<file path="src/rtl/polar_decoder.sv">
// Hard-decision polar decoder.
// A received codeword is loaded into a work register and one butterfly stage
// of the inverse polar transform is applied per clock. The information bits are
// then presented, together with a flag that is set when any frozen position
// decoded to one. Valid/ready handshakes sit on both sides.
module polar_decoder #(
  parameter int             N         = 8,
  parameter int             K         = 4,
  parameter logic [N-1:0]   INFO_MASK = 8'b1110_1000,
  parameter int             LOG2N     = 3
) (
  input  logic         clk,
  input  logic         rst,
  input  logic         in_valid,
  output logic         in_ready,
  input  logic [N-1:0] data_in,
  output logic         out_valid,
  input  logic         out_ready,
  output logic [K-1:0] data_out,
  output logic         frozen_err
);

  localparam int SW = (LOG2N > 1) ? $clog2(LOG2N) : 1;

  // Number of set bits in the information mask.
  function automatic int count_ones(input logic [N-1:0] m);
    int c;
    c = 0;
    for (int i = 0; i < N; i++) begin
      if (m[i]) c++;
    end
    return c;
  endfunction

  // Bit position of the idx-th lowest set bit of the mask.
  function automatic int info_pos(input logic [N-1:0] m, input int idx);
    int c;
    int p;
    c = 0;
    p = 0;
    for (int i = 0; i < N; i++) begin
      if (m[i]) begin
        if (c == idx) p = i;
        c++;
      end
    end
    return p;
  endfunction

  if ((N < 2) || (LOG2N != $clog2(N)) || ((1 << LOG2N) != N)) begin : g_bad_size
    $error("polar_decoder: N must be a power of two >= 2 and LOG2N = log2(N)");
  end

  if (K != count_ones(INFO_MASK)) begin : g_bad_k
    $error("polar_decoder: K must equal the number of ones in INFO_MASK");
  end

  typedef enum logic [1:0] {
    IDLE = 2'd0,
    RUN  = 2'd1,
    DONE = 2'd2
  } state_t;

  state_t          state_q, state_d;
  logic [N-1:0]    u_q, u_d;
  logic [SW-1:0]   stage_q, stage_d;
  logic [N-1:0]    bf [LOG2N];

  // Result of each butterfly stage applied to the current work register.
  // Partner index i|span equals i+span whenever bit s of i is clear.
  always_comb begin
    for (int s = 0; s < LOG2N; s++) begin
      for (int i = 0; i < N; i++) begin
        if (((i >> s) & 1) == 0) begin
          bf[s][i] = u_q[i] ^ u_q[i | (1 << s)];
        end else begin
          bf[s][i] = u_q[i];
        end
      end
    end
  end

  // Next-state logic: accept, step through the stages, hold the result.
  always_comb begin
    state_d = state_q;
    u_d     = u_q;
    stage_d = stage_q;
    case (state_q)
      IDLE: begin
        if (in_valid) begin
          u_d     = data_in;
          stage_d = '0;
          state_d = RUN;
        end
      end
      RUN: begin
        if (int'(stage_q) >= LOG2N) begin
          // Unreachable stage value: abandon the frame.
          stage_d = '0;
          state_d = IDLE;
        end else begin
          for (int s = 0; s < LOG2N; s++) begin
            if (int'(stage_q) == s) u_d = bf[s];
          end
          stage_d = stage_q + 1'b1;
          if (int'(stage_q) == LOG2N - 1) state_d = DONE;
        end
      end
      DONE: begin
        if (out_ready) state_d = IDLE;
      end
      default: begin
        state_d = IDLE;
      end
    endcase
  end

  // State, work register and stage counter; cleared asynchronously.
  always_ff @(posedge clk or negedge rst) begin
    if (!rst) begin
      state_q <= IDLE;
      u_q     <= '0;
      stage_q <= '0;
    end else begin
      state_q <= state_d;
      u_q     <= u_d;
      stage_q <= stage_d;
    end
  end

  assign in_ready  = (state_q == IDLE);
  assign out_valid = (state_q == DONE);

  // Gather information bits in ascending position order.
  for (genvar m = 0; m < K; m++) begin : g_info
    assign data_out[m] = u_q[info_pos(INFO_MASK, m)];
  end

  assign frozen_err = |(u_q & ~INFO_MASK);

endmodule

</file>
<file path="config.mk">
export PLATFORM = sky130hd
export DESIGN_NAME = polar_decoder
export DESIGN_NICKNAME = d
export VERILOG_FILES = /design/src/rtl/polar_decoder.sv
export SDC_FILE = /design/constraint.sdc
export NUM_CORES = 1
export LEC_CHECK = 0
export ABC_AREA = 1
export CAP_MARGIN = 15
export CORE_MARGIN = 5
export CORE_UTILIZATION = 25
export CTS_CLUSTER_DIAMETER = 60
export DETAILED_ROUTE_END_ITERATION = 12
export DONT_BUFFER_PORTS = 1
export GPL_TIMING_DRIVEN = 0
export PLACE_DENSITY_LB_ADDON = 0.08
export SETUP_SLACK_MARGIN = 0.05
export SLEW_MARGIN = 30
export SYNTH_ARGS = -nofsm -noshare
export SYNTH_HDL_FRONTEND = slang
export SYNTH_SLANG_ARGS = --single-unit
</file>
<file path="constraint.sdc">
create_clock -name clk -period 1.3 [get_ports clk]
set_clock_uncertainty 0.05 [all_clocks]
set_input_delay 0.39 -clock clk [delete_from_list [all_inputs] [get_ports clk]]
set_output_delay 0.39 -clock clk [all_outputs]
set_load 0.005 [all_outputs]
</file>
==> results of run 1 <==
how the worst max path moves through the flow:
stage                     depth (start not counted)       start  endpoint
after CTS                                         7  stage_q[0]    u_q[4]
after global placement                            8  stage_q[0]    u_q[2]
after global routing                              6  stage_q[0]    u_q[4]
after floorplan                                   9  stage_q[1]    u_q[0]
final                                             6  stage_q[0]    u_q[4]
after detailed placement                          8  stage_q[1]    u_q[2]
worst reg2reg max path, delay by kind of cell (launching register included):
kind | cells | cell delay, ps
adders and majority gates | 1 | 180
buffers and inverters | 1 | 150
DFF | 1 | 450
and+or+nand+nor | 4 | 460
power by group:
group | switching, mW | internal, mW
sequential | 0.212 | 0.579
clock | 0.161 | 0.268
combinational | 1.81 | 1.51
total | 2.18 | 2.36
stage by stage:
step / setup TNS [ps] / util [%] / setup slack, ps / hold WS (ps)
6_report: -256 / 38.4 / -87.7 / 183
5_1_grt: -850 / 38.4 / -168 / 231
4_1_cts: -425 / 33.7 / -62.2 / 236
3_5_place_dp: -495 / 28.9 / -94.7 / 44.9
3_3_place_gp: -438 / 28.9 / -94.7 / 44.9
2_1_floorplan: 0 / - / 36.3 / 44.4
synthesized netlist by cell type:
cell type  instances  area, µm²
o21ai_2            2       17.5
o31ai_1            1       7.51
dfrtp_1           12        300
buf_6              1       11.3
ha_1               6       75.1
xnor2_1            1       8.76
nand2_4            4       45.0
buf_2              1       5.00
o21ai_1            6       30.0
a21oi_1            8       40.0
xor2_1             2       17.5
nor2_2             1       6.26
nor3_1             2       10.0
mux2_2             1       11.3
inv_2              1       3.75
nor2_1            13       48.8
nand3_1           10       50.1
buf_4              4       30.0
o22ai_1            1       6.26
inv_1             16       60.1
nor2_4             1       11.3
nand2_2            4       25.0
o21ai_0            4       20.0
o211ai_1           1       7.51
nand4_1            1       6.26
nand2_1           38        143
sequential cells by signal, summed over array words and instances, names as in the netlist:
name     flops
state_q      2
stage_q      2
u_q          8
final cells by class:
type                            count  area [µm²]
Buffer                              5        52.6
Clock buffer                        4        55.1
Timing Repair Buffer               20         171
Fill cell                         406        2430
Sequential cell                    12         310
Inverter                           17        83.8
Tap cell                           50        62.6
Multi-Input combinational cell    107         777
layer usage:
metal,global-route usage [%],share of wire [%],vias up
met5,0,0,-
met4,2.46,0.83,0
met3,3.31,3.3,4
met2,21.0,53,9
met1,13.7,42,459
li1,-,-,499
what timing repair did:
action,CTS,global route
endpoints found under the hold margin,12,0
hold buffers,1,0
setup buffers,9,10
gates cloned,0,0
endpoints found under the setup margin,16,20
pin swaps,7,17
gates resized for setup,22,31
kinds of logic after synthesis:
family	share of synthesized area, %
simple gates	34.6
compound gates	12.9
buf+inv	11.0
flops	30.1
fa+ha+maj	7.53
xor+xnor	2.64
mux	1.13
==> flow_summary.yaml, run 1 <==
power:
  finalPower_mw: 4.54
  ir_drop_mv: 1.07
  p_leak_nw: 0.680
  p_per_area_nw_per_um2: 3000
timing:
  setup_slack_ps: -87.7
  slew_headroom_pct: 56.4
  drv_slew: 0
  rsz0062_at_grt: "true"
  worstMarginPinSlew_ps: 653
  post-route-min-period_ps: 1390
  post-route-period-util_pct: 107
  max_freq_ghz: 0.721
  setup_viol: 8
  hold_violations: 0
setup_path:
  cp_max_fo: 5
  path_cells: "buf_12 -> ha_4 -> nor3_2 -> nor2_2 -> nand2_1 -> nand2_1"
  r2r_slack_ps: -90
  reg2reg_depth: 6
  crit_type: "reg2reg"
  cp.required_ps: 1390
  timing.rr.end: "u_q[4]"
  critPathMaxStageDelay_ps: 450
  startpoint_type: "register"
  crit_slowest_cell: "dfrtp_2"
  end_kind: "register"
  arrival_ps: 1480
  critPathBufInv: 1
  reg2reg_from: "stage_q[0]"
  cp_top_family: "simple AND/OR/NAND/NOR gates"
  critPathMostFrequentCell: "nand2_1"
placement:
  dp_hpwl_mm: 2.04
  placed_cell_area_um2: 1140
  gp_congestion: 0.759
  dp_cells: 192
  io_buffers: 0
grt:
  grt_first_pass_wirelength_mm: 4.83
  grt_max_degree: 13
  track_usage_pct: 11.7
  antenna_found_initial: 0
  overflow: 0
  grt_pass1_vias: 1013
die:
  rows: 23
  initial_core_util_pct: 25.3
  io_pins: 19
  die_w_um: 73.2
  fp.dieH_um: 73.2
  die_area_um2: 5350
  core_area_um2: 3940
drt:
  dr_total_vias: 971
  drt_iter0_markers: 41
  first_pass_iters: 4
  viasPerCell: 4.52
  wl_per_cell_um: 14.0
  wl_mm: 3.01
  drc: 0
  antenna_left: 0
yosys:
  ys_ff_latch: 12
  yosys_warnings: 0
  seq_area_frac_synth_pct: 30.1
  synthCells: 142
  ys_types: 26
  syn_nets: 160
  syn_area_per_cell_um2: 7.02
  syn_area_um2: 997
clocking:
  clock-sinks: 12
  numCtsBuffers: 3
  clk_latency_ps: 250
  tritoncts: "done"
  path_clk_slew_ps: 60
  cts.htree.levels: 1
  cts_root_buf: "clkbuf_8"
  cts_buffer_depth: 2
min_path:
  hold_path.class: "in2async"
outcome:
  status: "complete, but fails checks"
  violations: "negative setup slack"
final_layout:
  final_common_cell: "nand2_1"
  drive_above_1_share_pct: 55.8
  design_area_um2: 1510
  layout_common_cells: "nand2_1 (33), buf_4 (19), inv_2 (8), dfrtp_2 (8)"
  nNetsFinal: 184
  area_delta_synth_final_pct: 51.7
  layout.cells.non_filler: 215
  antenna_cells: 0
job:
  drv_cap: 0
Power figures use the tool's default switching activity.
==> inputs of run 2 (changes only) <==
Settings changed: BUFFER_PORTS_ARGS set to -buffer_cell sky130_fd_sc_hd__buf_2, DONT_BUFFER_PORTS 1 to unset.
==> run 2 against run 1 <==
Effect of this change:
- the run still ends with negative setup slack left
- global-route usage decreased by 0.11 points
- highest routed layer unchanged
- critical path depth decreased by 3
- setup slack about the same
==> flow_summary.yaml, run 2 (synthesis results as in run 1) <==
outcome:
  status: "complete, but fails checks"
  violations: "negative setup slack"
clocking:
  cts_root_buf: "clkbuf_8"
  tritoncts: "done"
  cts.htree.levels: 1
  cts_buffer_depth: 2
  path_clk_slew_ps: 60
  numCtsBuffers: 3
  clk_latency_ps: 240
  clock-sinks: 12
setup_path:
  reg2reg_depth: 7
  reg2reg_from: "stage_q[1]"
  cp-endpoint: "out_valid"
  cp.required_ps: 860
  startpoint_type: "register"
  r2r_slack_ps: -80
  end_kind: "output pin"
  timing.rr.end: "u_q[5]"
  arrival_ps: 950
  cp_max_fo: 3
  worstSetupStartpoint: "state_q[1]"
  crit_type: "reg2out"
final_layout:
  final_common_cell: "nand2_1"
  design_area_um2: 1580
  regMostFlops: "u_q"
  area_delta_synth_final_pct: 58.5
  nNetsFinal: 202
  drive_above_1_share_pct: 58.5
  largest_register_ff_count: 8
  layout.cells.non_filler: 233
  antenna_cells: 0
  reg.largest.list: "u_q: 8 flops, stage_q: 2 flops, state_q: 2 flops"
  layout_common_cells: "nand2_1 (33), buf_4 (21), buf_2 (14)"
drt:
  antenna_left: 0
  first_pass_iters: 3
  drc: 0
  wl_mm: 3.04
  drt_iter0_markers: 38
  viasPerCell: 4.50
  dr_total_vias: 1048
  wl_per_cell_um: 13.1
die:
  die_area_um2: 5350
  rows: 23
  initial_core_util_pct: 25.3
  io_pins: 19
  fp.dieH_um: 73.2
  core_area_um2: 3940
  die_w_um: 73.2
power:
  switching_share_pct: 47.1
  p_int_mw: 2.41
  seqPwrFrac_pct: 16.9
  p_leak_nw: 0.747
  ir_drop_mv: 1.10
  p_switching_mw: 2.14
  clkPwrFrac_pct: 9.4
  combPwrFrac_pct: 73.7
  p_per_area_nw_per_um2: 2880
timing:
  setup_viol: 9
  post-route-min-period_ps: 1390
  worstMarginPinSlew_ps: 318
  post-route-period-util_pct: 107
  rsz0062_at_grt: "true"
  max_freq_ghz: 0.720
  drv_slew: 0
  hold_violations: 0
  setup_slack_ps: -87.9
  slew_headroom_pct: 78.8
grt:
  track_usage_pct: 11.6
  grt_first_pass_wirelength_mm: 4.83
  overflow: 0
  antenna_found_initial: 0
  grt_max_degree: 13
  grt_pass1_vias: 1047
placement:
  dp_hpwl_mm: 2.07
  placed_cell_area_um2: 1230
  dp_cells: 210
  io_buffers: 18
  gp_congestion: 0.797
min_path:
  hold_path.class: "in2reg"
  hp-start: "data_in[7]"
job:
  drv_cap: 0
## run 2: power groups by stage
stage	Sequential [mW]	Combinational, mW	Clock (mW)
after floorplan	0.778	1.82	0
after global placement	0.848	2.27	0
after detailed placement	0.849	2.30	0
after CTS	0.769	3.06	0.451
after global routing	0.788	3.69	0.472
final	0.770	3.36	0.430
## run 2: how the worst min path moves through the flow
stage,cells after the start,endpoint,slack (ps)
floorplan,0,stage_q[0],40
global placement,1,u_q[5],260
detailed placement,1,u_q[6],260
CTS,2,u_q[7],320
global route,2,u_q[7],320
finish,2,u_q[7],320
## run 2: metrics by stage
| stage | setup slack (ps) | hold slack, ps | TNS, ps | util (%) | total power, mW |
|---|---|---|---|---|---|
| floorplan | 36.3 | 44.4 | 0 | - | 2.59 |
| CTS | -80.7 | 315 | -632 | 38.1 | 4.28 |
| detailed placement | -104 | 257 | -534 | 31.2 | 3.15 |
| global placement | -91.7 | 259 | -413 | 31.2 | 3.12 |
| global route | -154 | 320 | -1290 | 40.1 | 4.96 |
| finish | -87.9 | 322 | -616 | 40.1 | 4.56 |
## run 2: worst max-delay path: stages (launching register included)
cell	delay, ps
dfrtp_1	390
inv_1	90
nor2_2	100
buf_2	120
## run 2: layer usage
| metal | up-vias | global-route usage [%] | share of wire (%) |
|---|---|---|---|
| met4 | 0 | 2.25 | 0.99 |
| met1 | 502 | 13.3 | 42 |
| met2 | 9 | 21.5 | 54 |
| met3 | 4 | 2.75 | 3.1 |
| met5 | - | 0 | 0 |
| li1 | 533 | - | - |
## run 2: layout make-up
| class | count | area (µm²) |
|---|---|---|
| buffer | 1 | 15.0 |
| tap | 50 | 62.6 |
| timing repair buffer | 42 | 314 |
| inverter | 17 | 83.8 |
| clock buffer | 4 | 55.1 |
| multi-input combinational | 107 | 741 |
| fill | 401 | 2360 |
| sequential | 12 | 309 |
## run 2: timing repair
item                                    in CTS  in global routing
hold buffers                                 1                  0
endpoints found under the setup margin      15                 12
pin swaps                                    9                 10
hold endpoints to repair                    12                  0
gates resized for setup                     28                 19
setup buffers                               20                  3
